===== config.mk =====
export PLATFORM = sky130hd
export DESIGN_NAME = qpsk_symbol_mapper
export DESIGN_NICKNAME = d
export VERILOG_FILES = /design/src/rtl/qpsk_pkg.sv /design/src/rtl/qpsk_sym_map.sv /design/src/rtl/qpsk_symbol_mapper.sv
export SDC_FILE = /design/constraint.sdc
export NUM_CORES = 1
export LEC_CHECK = 0
export ABC_CLOCK_PERIOD_IN_PS = 3900
export CORE_ASPECT_RATIO = 0.5
export CORE_MARGIN = 3
export CORE_UTILIZATION = 48
export CTS_CLUSTER_SIZE = 16
export DETAILED_ROUTE_END_ITERATION = 10
export HOLD_SLACK_MARGIN = 0.06
export PLACE_DENSITY = 0.86
export SLEW_MARGIN = 10
export SYNTH_ARGS = -nofsm -noshare
export SYNTH_HDL_FRONTEND = slang
export SYNTH_SLANG_ARGS = --single-unit

===== constraint.sdc =====
create_clock -name ce_clk -period 3.9 [get_ports ce_clk]
set_input_delay 0.39 -clock ce_clk [delete_from_list [all_inputs] [get_ports ce_clk]]
set_output_delay 0.39 -clock ce_clk [all_outputs]
set_load 0.05 [all_outputs]

===== src/rtl/qpsk_pkg.sv =====
// Shared types and constants for the QPSK transmit symbol mapper.
package qpsk_pkg;

  localparam int IQ_W          = 16;
  localparam int SYMS_PER_BYTE = 4;

  typedef logic [1:0] dibit_t;

  typedef struct packed {
    logic [IQ_W-1:0] i;
    logic [IQ_W-1:0] q;
  } iq_t;

  typedef enum logic {
    IDLE = 1'b0,
    SEND = 1'b1
  } map_state_e;

  // Two's complement negation of a component value.
  function automatic logic [IQ_W-1:0] amp_neg(input logic [IQ_W-1:0] a);
    return (~a) + {{(IQ_W-1){1'b0}}, 1'b1};
  endfunction

endpackage


===== src/rtl/qpsk_sym_map.sv =====
// Combinational dibit + amplitude to IQ point. Define QPSK_MAPPER_GRAY_EN for the
// Gray-coded constellation; otherwise the natural quadrant order is used.
module qpsk_sym_map
  import qpsk_pkg::*;
(
  input  dibit_t            dibit,
  input  logic [IQ_W-2:0]   amp,
  output iq_t               iq
);

  logic [IQ_W-1:0] pos_s;
  logic [IQ_W-1:0] neg_s;
  logic [1:0]      idx_s;

  // Quadrant index selection followed by the sign table.
  always_comb begin
    pos_s = {1'b0, amp};
    neg_s = amp_neg(pos_s);
`ifdef QPSK_MAPPER_GRAY_EN
    idx_s = {dibit[1], dibit[1] ^ dibit[0]};
`else
    idx_s = dibit;
`endif
    case (idx_s)
      2'b00: begin iq.i = pos_s; iq.q = pos_s; end
      2'b01: begin iq.i = neg_s; iq.q = pos_s; end
      2'b10: begin iq.i = neg_s; iq.q = neg_s; end
      2'b11: begin iq.i = pos_s; iq.q = neg_s; end
      default: begin iq.i = pos_s; iq.q = pos_s; end
    endcase
  end

endmodule


===== src/rtl/qpsk_symbol_mapper.sv =====
// QPSK transmit front end: byte in, four symbols out (MSB dibit first), each repeated sps times.
// Optional Gray constellation via QPSK_MAPPER_GRAY_EN (selected inside qpsk_sym_map).
module qpsk_symbol_mapper
  import qpsk_pkg::*;
#(
  parameter int SAMP_W = 16,
  parameter int SPS_W  = 5
) (
  input  logic                  ce_clk,
  input  logic                  ce_rst_n,
  input  logic                  cfg_en,
  input  logic [SPS_W-1:0]      cfg_sps,
  input  logic [SAMP_W-1:0]     cfg_amp,
  input  logic [7:0]            s_axis_tdata,
  input  logic                  s_axis_tlast,
  input  logic                  s_axis_tvalid,
  output logic                  s_axis_tready,
  output logic [2*SAMP_W-1:0]   m_axis_tdata,
  output logic                  m_axis_tlast,
  output logic                  m_axis_tvalid,
  input  logic                  m_axis_tready
);

  localparam logic [SPS_W-1:0] SPS_ONE  = SPS_W'(1);
  localparam logic [1:0]       SYM_LAST = 2'(SYMS_PER_BYTE - 1);

  map_state_e        state_r;
  logic [7:0]        byte_r;
  logic              last_r;
  logic [SPS_W-1:0]  sps_r;
  logic [SPS_W-1:0]  rep_cnt_r;
  logic [1:0]        sym_idx_r;
  logic [SAMP_W-2:0] amp_r;
  logic              ready_en_r;
  iq_t               tdata_r;
  logic              tlast_r;
  logic              tvalid_r;

  logic              at_last_s;
  logic              in_hs_s;
  logic              out_hs_s;
  logic [1:0]        next_sym_s;
  logic [SPS_W-1:0]  next_rep_s;
  logic              next_last_s;
  logic [SPS_W-1:0]  sps_eff_s;
  dibit_t            map_dibit_s;
  logic [SAMP_W-2:0] map_amp_s;
  iq_t               map_iq_s;
  logic              unused_amp_msb_s;

  assign unused_amp_msb_s = cfg_amp[SAMP_W-1];

  assign at_last_s = (state_r == SEND) && (sym_idx_r == SYM_LAST) &&
                     (rep_cnt_r == (sps_r - SPS_ONE));

  // A reload on the final sample is only taken together with the output handshake,
  // so a byte can never be accepted while the last sample is still stalled.
  assign s_axis_tready = ready_en_r & cfg_en &
                         ((state_r == IDLE) | (at_last_s & m_axis_tready));
  assign in_hs_s  = s_axis_tvalid & s_axis_tready;
  assign out_hs_s = tvalid_r & m_axis_tready;

  assign m_axis_tdata  = tdata_r;
  assign m_axis_tlast  = tlast_r;
  assign m_axis_tvalid = tvalid_r;

  // Next sample position, its tlast flag and the mapper operand selection.
  always_comb begin
    sps_eff_s   = (cfg_sps == {SPS_W{1'b0}}) ? SPS_ONE : cfg_sps;
    next_sym_s  = sym_idx_r;
    next_rep_s  = rep_cnt_r + SPS_ONE;
    if (rep_cnt_r == (sps_r - SPS_ONE)) begin
      next_rep_s = {SPS_W{1'b0}};
      next_sym_s = sym_idx_r + 2'd1;
    end else begin
      next_rep_s = rep_cnt_r + SPS_ONE;
    end
    next_last_s = last_r & (next_sym_s == SYM_LAST) & (next_rep_s == (sps_r - SPS_ONE));
    if (in_hs_s) begin
      map_dibit_s = s_axis_tdata[7:6];
      map_amp_s   = cfg_amp[SAMP_W-2:0];
    end else begin
      map_amp_s   = amp_r;
      case (next_sym_s)
        2'd0:    map_dibit_s = byte_r[7:6];
        2'd1:    map_dibit_s = byte_r[5:4];
        2'd2:    map_dibit_s = byte_r[3:2];
        2'd3:    map_dibit_s = byte_r[1:0];
        default: map_dibit_s = byte_r[7:6];
      endcase
    end
  end

  qpsk_sym_map u_sym_map (
    .dibit (map_dibit_s),
    .amp   (map_amp_s),
    .iq    (map_iq_s)
  );

  // FSM, counters, latched byte context and the registered output stage.
  always_ff @(posedge ce_clk or negedge ce_rst_n) begin
    if (!ce_rst_n) begin
      state_r    <= IDLE;
      byte_r     <= 8'h00;
      last_r     <= 1'b0;
      sps_r      <= SPS_ONE;
      rep_cnt_r  <= {SPS_W{1'b0}};
      sym_idx_r  <= 2'd0;
      amp_r      <= {(SAMP_W-1){1'b0}};
      ready_en_r <= 1'b0;
      tdata_r    <= '{i: {IQ_W{1'b0}}, q: {IQ_W{1'b0}}};
      tlast_r    <= 1'b0;
      tvalid_r   <= 1'b0;
    end else begin
      ready_en_r <= 1'b1;
      if (in_hs_s) begin
        state_r   <= SEND;
        byte_r    <= s_axis_tdata;
        last_r    <= s_axis_tlast;
        sps_r     <= sps_eff_s;
        amp_r     <= cfg_amp[SAMP_W-2:0];
        sym_idx_r <= 2'd0;
        rep_cnt_r <= {SPS_W{1'b0}};
        tdata_r   <= map_iq_s;
        tlast_r   <= 1'b0;
        tvalid_r  <= 1'b1;
      end else if (out_hs_s) begin
        if (at_last_s) begin
          state_r   <= IDLE;
          sym_idx_r <= 2'd0;
          rep_cnt_r <= {SPS_W{1'b0}};
          tlast_r   <= 1'b0;
          tvalid_r  <= 1'b0;
        end else begin
          sym_idx_r <= next_sym_s;
          rep_cnt_r <= next_rep_s;
          tdata_r   <= map_iq_s;
          tlast_r   <= next_last_s;
        end
      end
    end
  end

endmodule


# --- Yosys cells after proc, flatten, opt, wreduce, memory -nomap -nowiden ---
# Index checks and enable logic that the tools add are counted.
word_totals:
  regBits: 71
  elab_cells: 66
op_classes:
  add_sub_neg: 4
  n_eq_ne: 10
  mux: 22
  n_bitwise: 10
  reduce_logical: 9
op_table:
  columns: ["operator", "count"]
  rows:
  - ["$pmux W32 S4", 1]
  - ["$mux W32", 3]
  - ["$mux W5", 5]
  - ["$add A16 B1 Y16 const B", 1]
  - ["$not A15 Y16", 1]
  - ["$mux W15", 1]
  - ["$eq A2 B2 Y1 const B", 5]
  - ["$eq A5 B5 Y1", 2]
  - ["$mux W2", 5]
  - ["$pmux W2 S4", 1]
  - ["$and A1 B1 Y1", 7]
  - ["$mux W1", 6]
  - ["$add A5 B1 Y5 const B", 1]
  - ["$logic_not A5 Y1", 1]
  - ["$sub A5 B1 Y5 const B", 1]
  - ["$eq A2 B1 Y1 const B", 2]
  - ["$logic_not A2 Y1", 2]
  - ["$reduce_and A2 Y1", 2]
  - ["$reduce_bool A2 Y1", 2]
  - ["$add A2 B1 Y2 const B", 1]
  - ["$logic_and A1 B1 Y1", 2]
  - ["$ne A2 B1 Y1 const B", 1]
  - ["$not A1 Y1", 1]
  - ["$or A1 B1 Y1", 1]

# --- Depth between registers and ports, before layout ---
# Gate-level depths: netlist of the first run.
depth:
  depth_word: 14
  ltp_mapped: 18
  ltp_nobuf: 16

# --- Cells and area by module ---
# Synthesis of the first run repeated with hierarchy kept, for this count alone.
unflattened:
  hier_cells: 339
  hier_area_um2: 3986.3
modules_own_cells:
  columns: ["mod", "instances", "cells_per_inst", "area_per_inst_um2", "seq_area_each_um2"]
  rows:
  - ["qpsk_symbol_mapper", 1, 254, 3306.9, 1778.0]
  - ["qpsk_sym_map", 1, 85, 679.4, 0.0]

# --- Worst setup path after synthesis of the first run ---
# Ideal clock, no wire load.
synth_path:
  path_type: "register to register"
  startpoint: "register sps_r[0]"
  endpoint: "register tdata_r (netlist bit m_axis_tdata[12])"
  setup_ns: 0.136
  arrival_time_ns: 3.548
  t_required_ns: 3.764
  path_slack_ns: 0.217
  path_stages_with_launch: 18
  n_path_buf: 2
  synth_period_minus_slack_ns: 3.683
  cell_sequence: "dfstp_2 -> inv_1 -> ha_1 -> o211a_1 -> o31a_1 -> o22ai_2 -> buf_2 -> buf_2 -> mux2_2 -> inv_1 -> ha_1 -> nand3b_1 -> nor3_1 -> mux2_2 -> nand3_1 -> nor2b_1 -> xnor2_1 -> o21ai_0"
synth_between:
  elab_chain_cells: 14
  word_cells_on_any_way: 28
  classes_between: "2 x add/sub; 8 x eq/ne; 8 x mux; 5 x bitwise; 5 x reduce/logical"
synth_lines:
  columns: ["element", "line", "source"]
  rows:
  - ["start, declared", "qpsk_symbol_mapper.sv:30", "logic [SPS_W-1:0] sps_r;"]
  - ["start signal, assigned", "qpsk_symbol_mapper.sv:120", "sps_r <= sps_eff_s;"]
  - ["$sub A5 B1 Y5 *", "qpsk_symbol_mapper.sv:54", "(rep_cnt_r == (sps_r - SPS_ONE));"]
  - ["$eq A5 B5 Y1 *", "qpsk_symbol_mapper.sv:54", null]
  - ["$logic_and A1 B1 Y1 *", "qpsk_symbol_mapper.sv:53", "assign at_last_s = (state_r == SEND) && (sym_idx_r == SYM_LAST) &&"]
  - ["$and A1 B1 Y1 *", "qpsk_symbol_mapper.sv:59", "((state_r == IDLE) | (at_last_s & m_axis_tready));"]
  - ["$or A1 B1 Y1 *", "qpsk_symbol_mapper.sv:59", null]
  - ["$and A1 B1 Y1 *", "qpsk_symbol_mapper.sv:58", "assign s_axis_tready = ready_en_r & cfg_en &"]
  - ["$and A1 B1 Y1 *", "qpsk_symbol_mapper.sv:60", "assign in_hs_s = s_axis_tvalid & s_axis_tready;"]
  - ["$mux W15 *", "qpsk_symbol_mapper.sv:79", "if (in_hs_s) begin"]
  - ["named net map_amp_s[1]", "qpsk_symbol_mapper.sv:47", "logic [SAMP_W-2:0] map_amp_s;"]
  - ["$not A15 Y16 *", "qpsk_pkg.sv:21", "return (~a) + {{(IQ_W-1){1'b0}}, 1'b1};"]
  - ["$add A16 B1 Y16 *", "qpsk_pkg.sv:21", null]
  - ["$pmux W32 S4 *", "qpsk_sym_map.sv:24", "case (idx_s)"]
  - ["$mux W32", "qpsk_symbol_mapper.sv:128", "if (at_last_s) begin"]
  - ["$mux W32", "qpsk_symbol_mapper.sv:127", "end else if (out_hs_s) begin"]
  - ["$mux W32 *", "qpsk_symbol_mapper.sv:116", "if (in_hs_s) begin"]
  - ["end signal, assigned", "qpsk_symbol_mapper.sv:111", "tdata_r <= '{i: {IQ_W{1'b0}}, q: {IQ_W{1'b0}}};"]
  - ["end signal, assigned", "qpsk_symbol_mapper.sv:124", "tdata_r <= map_iq_s;"]
  - ["end signal, assigned", "qpsk_symbol_mapper.sv:137", "tdata_r <= map_iq_s;"]
  - ["end, declared", "qpsk_symbol_mapper.sv:35", "iq_t tdata_r;"]
# Mark *: on every way through the listed nets, which the timed path passes. The rest lies on a longest branch. The select of a mux whose other input is x is not followed.
# A chain may end at the register's enable or synchronous reset.

# --- Worst setup path in the final report of the first run ---
layout_path:
  startpoint: "register sps_r[0]"
  endpoint: "output s_axis_tready"
layout_between:
  elab_chain_cells: 6
layout_lines:
  columns: ["element", "line", "source"]
  rows:
  - ["$sub A5 B1 Y5", "qpsk_symbol_mapper.sv:54", null]
  - ["$eq A5 B5 Y1", "qpsk_symbol_mapper.sv:54", null]
  - ["$logic_and A1 B1 Y1", "qpsk_symbol_mapper.sv:53", null]
  - ["$and A1 B1 Y1", "qpsk_symbol_mapper.sv:59", null]
  - ["$or A1 B1 Y1", "qpsk_symbol_mapper.sv:59", null]
  - ["$and A1 B1 Y1", "qpsk_symbol_mapper.sv:58", null]
  - ["end, declared", "qpsk_symbol_mapper.sv:17", "output logic s_axis_tready,"]
# Every way passes these cells.

==> metrics.txt, run 1 <==
Netlist Area Pre-Place=0.00403 sq mm; height of the die=70.8 um; achievable frequency=274 MHz; H-Tree Level Count=3; worst rel slew slack=55.1%; worst reg2reg setup slack=0.29 ns; count of routing violations after the opening detailed-route iteration=207; area enclosed by the die boundary=0.00959 sq mm; number of synthesized flops with an enable pin=0; fraction of the yosys area taken by sequential cells=43.5%; Hold Vio Cnt, Final=0; result of the run=completed; maximum number of pins on one net before global-route repair=59; # IOs=70; effective utilization at floorplan=52.0%; Synth Instances=417; count of distinct cell types in the synthesized netlist=58; setup repair after global routing missed its margin=no; clock slew at the register clock pins of the worst setup and hold paths=0.05 ns; 1st-pass router iterations=4; net count of the finished layout=519; total number of vias=3252; area share of the largest cell type after synthesis=42.9%; vias in the first global route=3165; antenna violations before repair=0; setup skew after layout=0.00505 ns; max capacitance violation total=0; Startpoint Class=flop; average size of a mapped cell=9.65 sq um; share of layout cells above drive strength 1=12.6%; vias per inst=5.48; dominant synthesized flop cell=sky130_fd_sc_hd__dfrtp_1; Residual DRC=0; clock tree from TritonCTS=yes; CTS hold repair buffers=0; clock sink count=70; wire length of the first global-routing pass=15.6 mm; total cell area at the placement stage=0.00478 sq mm; classification of the worst setup path=flop to output port; Slew @ Worst Pin=0.673 ns; standard-cell row count=22; Worst Setup End Kind=output port; slack of the critical path=0.254 ns; WL/cell=15.5 um; antenna-violating nets left=0; final core area utilization=66.1%; placer's final routability congestion estimate=0.876; ant diodes=0; type of the tightest min-delay check=primary input to asynchronous set/reset pin; count of final setup violators=0; required time worst endpoint=3.51 ns; placement-stage worst setup slack=0.242 ns; minimum clock period after layout=3.65 ns; Synth-to-Final Area Change=27.0%; overflow left after global routing=0; setup_tns=0 ns; HPWL after detailed placement=6.46 mm; post-route fraction of the period consumed by the critical path=93.5%; number of buffers added by the clock tree synthesis step=9; cell at the root of the clock tree=sky130_fd_sc_hd__clkbuf_16; endpoint arrival time on the critical path=3.26 ns; net count of the mapped netlist=456; Post-Route WL=9.18 mm; PortBufs=68; cell area after layout=0.00511 sq mm; Placeable Area=0.00773 sq mm; clock latency reported for the late side of the worst-skew pair=0.34 ns; top area cells in the synthesized netlist=sky130_fd_sc_hd__dfrtp_1, sky130_fd_sc_hd__mux2i_1, sky130_fd_sc_hd__mux2_2; Tot GR Track Use=20.8%; deepest clock path buffer count=2; number of max-slew violations in the final report=0; Die X-Extent=136 um; async set-reset flop share out of synthesis=100%; largest fanout of any net on the critical path=5; Synth Register Bits=70; number of warnings printed during yosys synthesis=0; Synth area leader=sky130_fd_sc_hd__dfrtp_1
## worst paths after layout
check,endpoint,cells after the start,startpoint
min,ready_en_r$_DFF_PN0_,1,ce_rst_n
min in group ce_clk,m_axis_tdata[12]$_DFFE_PN0P_,2,m_axis_tdata[12]$_DFFE_PN0P_
max in group asynchronous,m_axis_tdata[17]$_DFFE_PN0P_,2,ce_rst_n
max,s_axis_tready,8,sps_r[0]$_DFFE_PN1N_
min reg2reg,m_axis_tdata[12]$_DFFE_PN0P_,2,m_axis_tdata[12]$_DFFE_PN0P_
max reg2reg,m_axis_tdata[12]$_DFFE_PN0P_,16,sps_r[0]$_DFFE_PN1N_
## area by class of cell
class | count | area, sq um
fillers | 614 | 2620
multi-input cells | 307 | 2100
flip-flops and latches | 70 | 1750
repair buffers | 76 | 748
clock buffers | 12 | 246
well taps | 108 | 135
clock inverters | 4 | 70.1
inverters | 16 | 60.1
## Yosys cell counts, drive strengths merged (2+ instances only)
master	count
a211o	2
a21oi	13
a22oi	2
and3	2
buf	13
clkbuf	11
dfrtp	69
ha	4
inv	16
mux2	21
mux2i	26
nand2	41
nand2b	7
nand3	18
nand3b	3
nor2	37
nor2b	8
nor3	18
nor3b	5
nor4	7
o21a	6
o21ai	26
o22ai	8
o31ai	5
o41ai	2
or2	2
or3	3
xnor2	18
xor2	7
## through the flow
stage          cells  hold slack, ns
2_1_floorplan    417          0.0944
3_3_place_gp     576           0.464
3_5_place_dp     576           0.469
4_1_cts          592           0.118
5_1_grt          593           0.140
6_report         593          0.0914
## state kept, by name, summed over array words and instances, names as in the netlist
register	count
ready_en_r	1
byte_r	8
amp_r	15
m_axis_tvalid	1
sps_r	5
last_r	1
m_axis_tlast	1
m_axis_tdata	31
rep_cnt_r	5
sym_idx_r	2
## critical path, cell delays in order (launching register included)
cell                              delay [ns]
sky130_fd_sc_hd__dfstp_2                0.57
sky130_fd_sc_hd__inv_1                  0.06
sky130_fd_sc_hd__ha_1                   0.24
sky130_fd_sc_hd__o211a_1                0.12
sky130_fd_sc_hd__o31a_1                 0.39
sky130_fd_sc_hd__or2_1                  0.34
sky130_fd_sc_hd__o21ai_0                0.23
sky130_fd_sc_hd__and3_1                 0.18
sky130_fd_sc_hd__clkdlybuf4s50_1        0.79
## placed cells by master (no fill, tap or decap), types with 3 or more instances in the layout
master	instances
sky130_fd_sc_hd__o21ai_0	25
sky130_fd_sc_hd__nor3b_1	4
sky130_fd_sc_hd__nor2b_1	8
sky130_fd_sc_hd__nand3b_1	3
sky130_fd_sc_hd__o21a_1	6
sky130_fd_sc_hd__nand2b_1	6
sky130_fd_sc_hd__inv_1	16
sky130_fd_sc_hd__xnor2_1	18
sky130_fd_sc_hd__nand3_1	18
sky130_fd_sc_hd__nand2_1	41
sky130_fd_sc_hd__xor2_1	6
sky130_fd_sc_hd__clkbuf_16	9
sky130_fd_sc_hd__nor4_1	7
sky130_fd_sc_hd__or3_1	3
sky130_fd_sc_hd__nor2_1	34
sky130_fd_sc_hd__clkdlybuf4s50_1	67
sky130_fd_sc_hd__nor3_1	18
sky130_fd_sc_hd__dfrtp_1	69
sky130_fd_sc_hd__mux2_2	21
sky130_fd_sc_hd__buf_4	7
sky130_fd_sc_hd__a21oi_1	13
sky130_fd_sc_hd__ha_1	3
sky130_fd_sc_hd__o22ai_1	7
sky130_fd_sc_hd__mux2i_1	26
## kinds of logic after synthesis
logic type               after synthesis  synth area share, %
AO/OA/AOI/OAI                         75                 12.7
XOR/XNOR                              26                 6.19
adder cells (fa/ha/maj)                4                 1.24
buffers and inverters                 40                 4.72
flip-flops                            70                 43.6
multiplexers                          48                 12.9
other                                  1               0.0932
AND/OR/NAND/NOR                      153                 18.6
## per-layer routing
| layer | up-vias | share of wire (%) | GRT usage [%] |
|---|---|---|---|
| met4 | 0 | 1.4 | 6.70 |
| met2 | 72 | 49 | 34.1 |
| li1 | 1588 | - | - |
| met3 | 14 | 5.4 | 6.75 |
| met5 | - | 0 | 0 |
| met1 | 1578 | 44 | 26.2 |
## repair_timing
item / CTS / global route
buffers inserted: 0 / 1
endpoints found under the setup margin: 0 / 5
resized for setup: 0 / 2
Power of run 1 is left out: the tool's default activity adds up to more than one toggle a clock period on the data nets, which glitch-free logic cannot reach.
==> run 2, diff against run 1 <==
--- a/config.mk
+++ b/config.mk
@@ -12,6 +12,7 @@
 export CTS_CLUSTER_SIZE = 16
 export DETAILED_ROUTE_END_ITERATION = 10
 export HOLD_SLACK_MARGIN = 0.06
+export MAX_ROUTING_LAYER = met4
 export PLACE_DENSITY = 0.86
 export SLEW_MARGIN = 10
 export SYNTH_ARGS = -nofsm -noshare
==> run 2 against run 1 <==
Against the previous run: clock skew is essentially flat; non-clock buffer count unchanged; worst hold slack got worse by 0.0017 ns; register-to-register slack barely moved; worst setup slack improved by 0.0020 ns; die area did not move; routed wire length is essentially flat; first-iteration DRC count fell by 6.8%; final cell count is the same.
==> metrics.txt, run 2 (synthesis gave the netlist of run 1 again) <==
reg2reg path depth=16 (unchanged); max capacitance violation total=0 (unchanged); HPWL after detailed placement=6.46 mm (unchanged); Tot GR Track Use=21.4% (+0.60 points); overflow left after global routing=0 (unchanged); number of max-slew violations in the final report=0 (unchanged); Die X-Extent=136 um (unchanged); Synth-to-Final Area Change=27.0% (unchanged); effective utilization at floorplan=52.0% (unchanged); number of flip-flops in the largest register=31 (unchanged); CP Launch Point=sps_r[0]$_DFFE_PN1N_; RR Endpoint=m_axis_tdata[12]$_DFFE_PN0P_; # IOs=70 (unchanged); required time worst endpoint=3.51 ns (about the same); height of the die=70.8 um (unchanged); Slew @ Worst Pin=0.674 ns (+0.00116 ns); number of buffers added by the clock tree synthesis step=9 (unchanged); placed cells=576 (unchanged); vias in the first global route=3163 (-0.063%); Worst Setup End Kind=output port; worst reg2reg setup slack=0.29 ns (about the same); H-Tree Level Count=3 (unchanged); WL/cell=15.5 um (about the same); commonest non-fill, non-tap cells in the layout=sky130_fd_sc_hd__dfrtp_1, sky130_fd_sc_hd__clkdlybuf4s50_1, sky130_fd_sc_hd__nand2_1; placer's final routability congestion estimate=0.890 (+1.6%); Residual DRC=0 (unchanged); Critical-path top delay cell=sky130_fd_sc_hd__clkdlybuf4s50_1; setup skew after layout=0.00507 ns (+0.0000223 ns); 1st-pass router iterations=4 (unchanged); cell at the root of the clock tree=sky130_fd_sc_hd__clkbuf_16; largest fanout of any net on the critical path=5 (unchanged); capturing instance or port of the critical path=s_axis_tready; met2 WL post-DR=4.55 mm (+0.71%); count of placed standard cells in the final layout, fillers left out=593 (unchanged); cell breakdown of the critical path=inv_1 > ha_1 > o211a_1 > o31a_1 > or2_1 > o21ai_0 > and3_1 > clkdlybuf4s50_1; most common cell after layout, fill and taps aside=sky130_fd_sc_hd__dfrtp_1; top layer used by detailed routing=met4; Post-Route WL=9.19 mm (about the same); clock sink count=70 (unchanged); clock slew at the register clock pins of the worst setup and hold paths=0.05 ns (about the same); Placeable Area=0.00773 sq mm (unchanged); metal3 WL=461 um (-6.9%); result of the run=completed; setup repair after global routing missed its margin=no; sum of routed wire segments on met1=4.05 mm (about the same); antenna violations before repair=0 (unchanged); minimum clock period after layout=3.64 ns (-0.00205 ns); ant diodes=0 (unchanged); classification of the worst setup path=flop to output port; area enclosed by the die boundary=0.00959 sq mm (unchanged); setup_tns=0 ns (unchanged); Startpoint Class=flop; count of routing violations after the opening detailed-route iteration=193 (-6.8%); Hold Vio Cnt, Final=0 (unchanged); wire length of the first global-routing pass=15.6 mm (-0.35%); achievable frequency=274 MHz (about the same); family of cells with the greatest summed delay on the critical path=buffers and inverters; vias per inst=5.48 (about the same); PortBufs=68 (unchanged); worst rel slew slack=55.1% (-0.077 points); net count of the finished layout=519 (unchanged); standard-cell row count=22 (unchanged); maximum number of pins on one net before global-route repair=59 (unchanged); total number of vias=3249 (-0.092%); Max stage delay on crit path=0.79 ns (about the same); deepest clock path buffer count=2 (unchanged); endpoint arrival time on the critical path=3.25 ns (about the same); layout filler cell count=614 (unchanged); share of layout cells above drive strength 1=12.6% (unchanged); number of buffers and inverters on the critical path=2 (unchanged); antenna-violating nets left=0 (unchanged); clock latency reported for the late side of the worst-skew pair=0.34 ns (about the same); type of the tightest min-delay check=primary input to asynchronous set/reset pin; post-route fraction of the period consumed by the critical path=93.4% (about the same); clock tree from TritonCTS=yes; worst reg2reg path startpoint=sps_r[0]$_DFFE_PN1N_; count of final setup violators=0 (unchanged); number of gates on the worst path with buffers counted=8 (unchanged)
## run 2: metal layers
| metal | up-vias | global-route usage (%) |
|---|---|---|
| met2 | 65 | 34.1 |
| met3 | 14 | 6.61 |
| met1 | 1583 | 26.1 |
| li1 | 1587 | - |
| met5 | - | - |
| met4 | 0 | 6.70 |
## run 2: worst min-delay path by stage
stage	cells past startpoint	to	slack, ns
floorplan	0	amp_r[0]$_DFF_PN0_	0.09
global placement	2	m_axis_tdata[12]$_DFFE_PN0P_	0.46
detailed placement	2	m_axis_tdata[10]$_DFFE_PN0P_	0.47
CTS	1	ready_en_r$_DFF_PN0_	0.12
global route	1	sym_idx_r[1]$_DFFE_PN0P_	0.14
finish	1	ready_en_r$_DFF_PN0_	0.09
## run 2: repair_timing
item / CTS / global route
gates resized for setup: 0 / 2
hold buffers: 0 / 0
buffers inserted: 0 / 1
setup endpoints to repair: 0 / 5
## run 2: final cells by class
class	instances	area, sq um	area share (%)
clock buffer	12	246	4.82
clock inverter	4	70.1	1.37
inverter	16	60.1	1.17
multi-input combinational	307	2100	41.1
sequential	70	1750	34.3
tap	108	135	2.64
timing repair buffer	76	748	14.6
## run 2: metrics by stage
step | util (%) | setup slack [ns] | hold WS (ns) | cell area, sq um
global placement | 61.8 | 0.318 | 0.464 | 4780
detailed placement | 61.8 | 0.242 | 0.469 | 4780
CTS | 65.9 | 0.198 | 0.118 | 5100
global route | 66.1 | 0.0422 | 0.137 | 5110
floorplan | - | 0.217 | 0.0944 | 4030
finish | 66.1 | 0.257 | 0.0896 | 5110
Power of run 2 is left out for the same reason.
==> run 3, diff against run 2 <==
--- a/config.mk
+++ b/config.mk
@@ -5,7 +5,7 @@
 export SDC_FILE = /design/constraint.sdc
 export NUM_CORES = 1
 export LEC_CHECK = 0
-export ABC_CLOCK_PERIOD_IN_PS = 3900
+export ABC_AREA = 0
 export CORE_ASPECT_RATIO = 0.5
 export CORE_MARGIN = 3
 export CORE_UTILIZATION = 48
==> results of run 3 <==
The final DEF is identical to that of run 2; final timing and power are the same.
Power of run 3 is left out for the same reason.
==> RTL change, RTL diff (settings of run 3) <==
Make the reset (`ce_rst_n`) synchronous in one clocked block.
--- a/src/rtl/qpsk_symbol_mapper.sv
+++ b/src/rtl/qpsk_symbol_mapper.sv
@@ -98,7 +98,7 @@
   );
 
   // FSM, counters, latched byte context and the registered output stage.
-  always_ff @(posedge ce_clk or negedge ce_rst_n) begin
+  always_ff @(posedge ce_clk) begin
     if (!ce_rst_n) begin
       state_r    <= IDLE;
       byte_r     <= 8'h00;
Function: differs if ce_rst_n is asserted again (counterexample within 4 cycles, from zero or initial values and one cycle with ce_rst_n low); with ce_rst_n held inactive, the same outputs for 4 cycles.
==> RTL change against run 3 <==
Routed wire length rose by 11%; sequential cell count did not move; non-clock buffer count up 3; synthesized area shrank 1.3%; final area shrank 1.8%; setup slack improved by 61 ps; via count is 13% higher; register-to-register slack improved by 30 ps; critical path type unchanged.
==> RTL change: results (changes against run 3) <==
[run_status]
run_status=complete, no violations  ; unchanged

[cts]
cts.repair_timing.setup_buffer_count=0  ; unchanged
clk_path_buf_depth=2  ; unchanged
postCtsResizedCells=0  ; unchanged
cts.reportedPaths.clkPinSlew_ps=60
root_buffer=sky130_fd_sc_hd__clkbuf_16  ; unchanged
tritoncts.num_buffers=9  ; unchanged

[worst_hold_path]
holdPathStages=2
min_from=m_axis_tdata[31]
timing.hold.worst_endpoint=m_axis_tdata[31]
min_path_type=flip-flop to flip-flop  ; was primary input to asynchronous set/reset pin

[placed_design]
dpl-instance-area_mm2=0.00467  ; was 0.00478 mm2
numPortBuffers=68  ; unchanged
dp_hpwl_um=6850  ; was 6460 um
place.gp.congestion=0.918  ; was 0.890
detailedPlace.worstSlack_ps=332  ; was 242 ps

[cells_and_area]
largest_register_ffs=31  ; unchanged
fin_nets=561  ; was 519
drive_gt1_share_pct=9.30  ; was 12.6%
antennaDiodeCount=0  ; unchanged

[yosys]
yosysWarnings=0  ; unchanged
netlist_top_cells_count=70 x sky130_fd_sc_hd__dfxtp_1, 59 x sky130_fd_sc_hd__nand2_1, 29 x sky130_fd_sc_hd__nor2_1  ; was 69 x sky130_fd_sc_hd__dfrtp_1, 41 x sky130_fd_sc_hd__nand2_1, 35 x sky130_fd_sc_hd__nor2_1
synth_top_flop_cell=sky130_fd_sc_hd__dfxtp_1  ; was sky130_fd_sc_hd__dfrtp_1
synth.area.top_cells=sky130_fd_sc_hd__dfxtp_1 35%, sky130_fd_sc_hd__nand2_1 5.6%, sky130_fd_sc_hd__mux2i_1 4.5%, sky130_fd_sc_hd__nand3_1 3.4%, sky130_fd_sc_hd__xor2_1 3.3%  ; was sky130_fd_sc_hd__dfrtp_1 43%, sky130_fd_sc_hd__mux2i_1 6.5%, sky130_fd_sc_hd__mux2_2 5.9%, sky130_fd_sc_hd__xnor2_1 3.9%, sky130_fd_sc_hd__nand2_1 3.8%
ys_async_sr_fraction_pct=0  ; was 100%
seq_area_frac_synth_pct=35.3  ; was 43.5%
ys_types=63  ; was 58
synth.net_count=505  ; was 456

[global_route]
via_count_of_the_first_global_routing_pass=3506  ; was 3,163
number_of_antenna_violations_at_the_first_check_in_global_routing=0  ; unchanged
first_pass_grt_wire_length_um=16900  ; was 15,600 um
grt_overall_usage_pct=22.8  ; was 21.4%
grt_start_max_net_pins=68  ; was 59

[routing]
first_pass_drt_iterations=5  ; was 4
wl_per_cell_um=16.1  ; was 15.5 um
drc=0  ; unchanged
avgViaCountPerCell=5.76  ; was 5.48
detailedRoute.firstIterationViolations=447  ; was 193

[setup_path]
crit-reg2reg-launch=sps_r[0]  ; unchanged
worst_r2r_endpoint=m_axis_tdata[30]  ; was m_axis_tdata[12]
setup.reg_to_reg.worst_slack_ps=320  ; was 290 ps
cp.arrival_ps=3190  ; was 3250 ps
ff2ff_path_depth=12  ; was 16
path_max_fanout=14  ; was 5

[job]
maxCapViolCount=0  ; unchanged

[power]
vdd.ir_drop.worst_mv=0.244
p_leak_uw=0.00184

[sta]
slew-limit-headroom_pct=40.3  ; was 55.1%
clock-skew-final_ps=7.22  ; was 5.07 ps

==> RTL change: cell families after synthesis <==
group           Yosys count  share of synthesized area [%]
compound gates          101                           19.0
flops                    70                           35.3
fa+ha+maj                 4                           1.26
buf+inv                  38                           5.23
xor+xnor                 25                           6.17
mux                      26                           7.84
simple gates            202                           25.3
==> RTL change: worst max-delay path by stage <==
stage | start | end | slack [ps] | depth (start not counted)
3_3_place_gp | sps_r[0] | m_axis_tdata[30] | 480 | 12
3_5_place_dp | sps_r[0] | m_axis_tdata[30] | 330 | 12
5_1_grt | sps_r[0] | m_axis_tdata[12] | 50 | 12
4_1_cts | sps_r[0] | m_axis_tdata[30] | 310 | 12
2_1_floorplan | sps_r[0] | m_axis_tdata[30] | 480 | 16
6_report | sps_r[0] | s_axis_tready | 320 | 9
==> RTL change: metal layers <==
layer | vias up | share of wire [%] | global-route usage, %
li1 | 1794 | - | -
met1 | 1719 | 45 | 28.6
met2 | 132 | 47 | 35.6
met3 | 15 | 7.2 | 7.27
met4 | 0 | 1.0 | 5.98
met5 | - | 0 | -
==> RTL change: worst max-delay path: stages (launching register included) <==
cell                              delay, ps
sky130_fd_sc_hd__dfxtp_1                420
sky130_fd_sc_hd__inv_1                   90
sky130_fd_sc_hd__ha_1                   290
sky130_fd_sc_hd__xor2_1                 170
sky130_fd_sc_hd__o21ai_0                280
sky130_fd_sc_hd__o211a_2                440
sky130_fd_sc_hd__nand3_1                120
sky130_fd_sc_hd__nand2_1                100
sky130_fd_sc_hd__and3_1                 150
sky130_fd_sc_hd__clkdlybuf4s50_1        790
==> RTL change: through the flow <==
| step | std cells | hold slack [ps] |
|---|---|---|
| 5_1_grt | 635 | 482 |
| 4_1_cts | 635 | 461 |
| 6_report | 635 | 456 |
| 3_3_place_gp | 619 | 444 |
| 3_5_place_dp | 619 | 455 |
| 2_1_floorplan | 466 | 418 |
==> RTL change: layout make-up <==
class | count | area (um2)
fill | 587 | 2660
sequential | 70 | 1400
clock buffer | 9 | 225
timing repair buffer | 79 | 758
tap | 108 | 135
inverter | 4 | 15.0
multi-input combinational | 358 | 2370
clock inverter | 7 | 120
==> RTL change: where the power goes <==
part	total, uW	switching (uW)	internal (uW)
clock	950	324	626
combinational	420	258	162
sequential	762	20.3	741
total	2130	602	1530
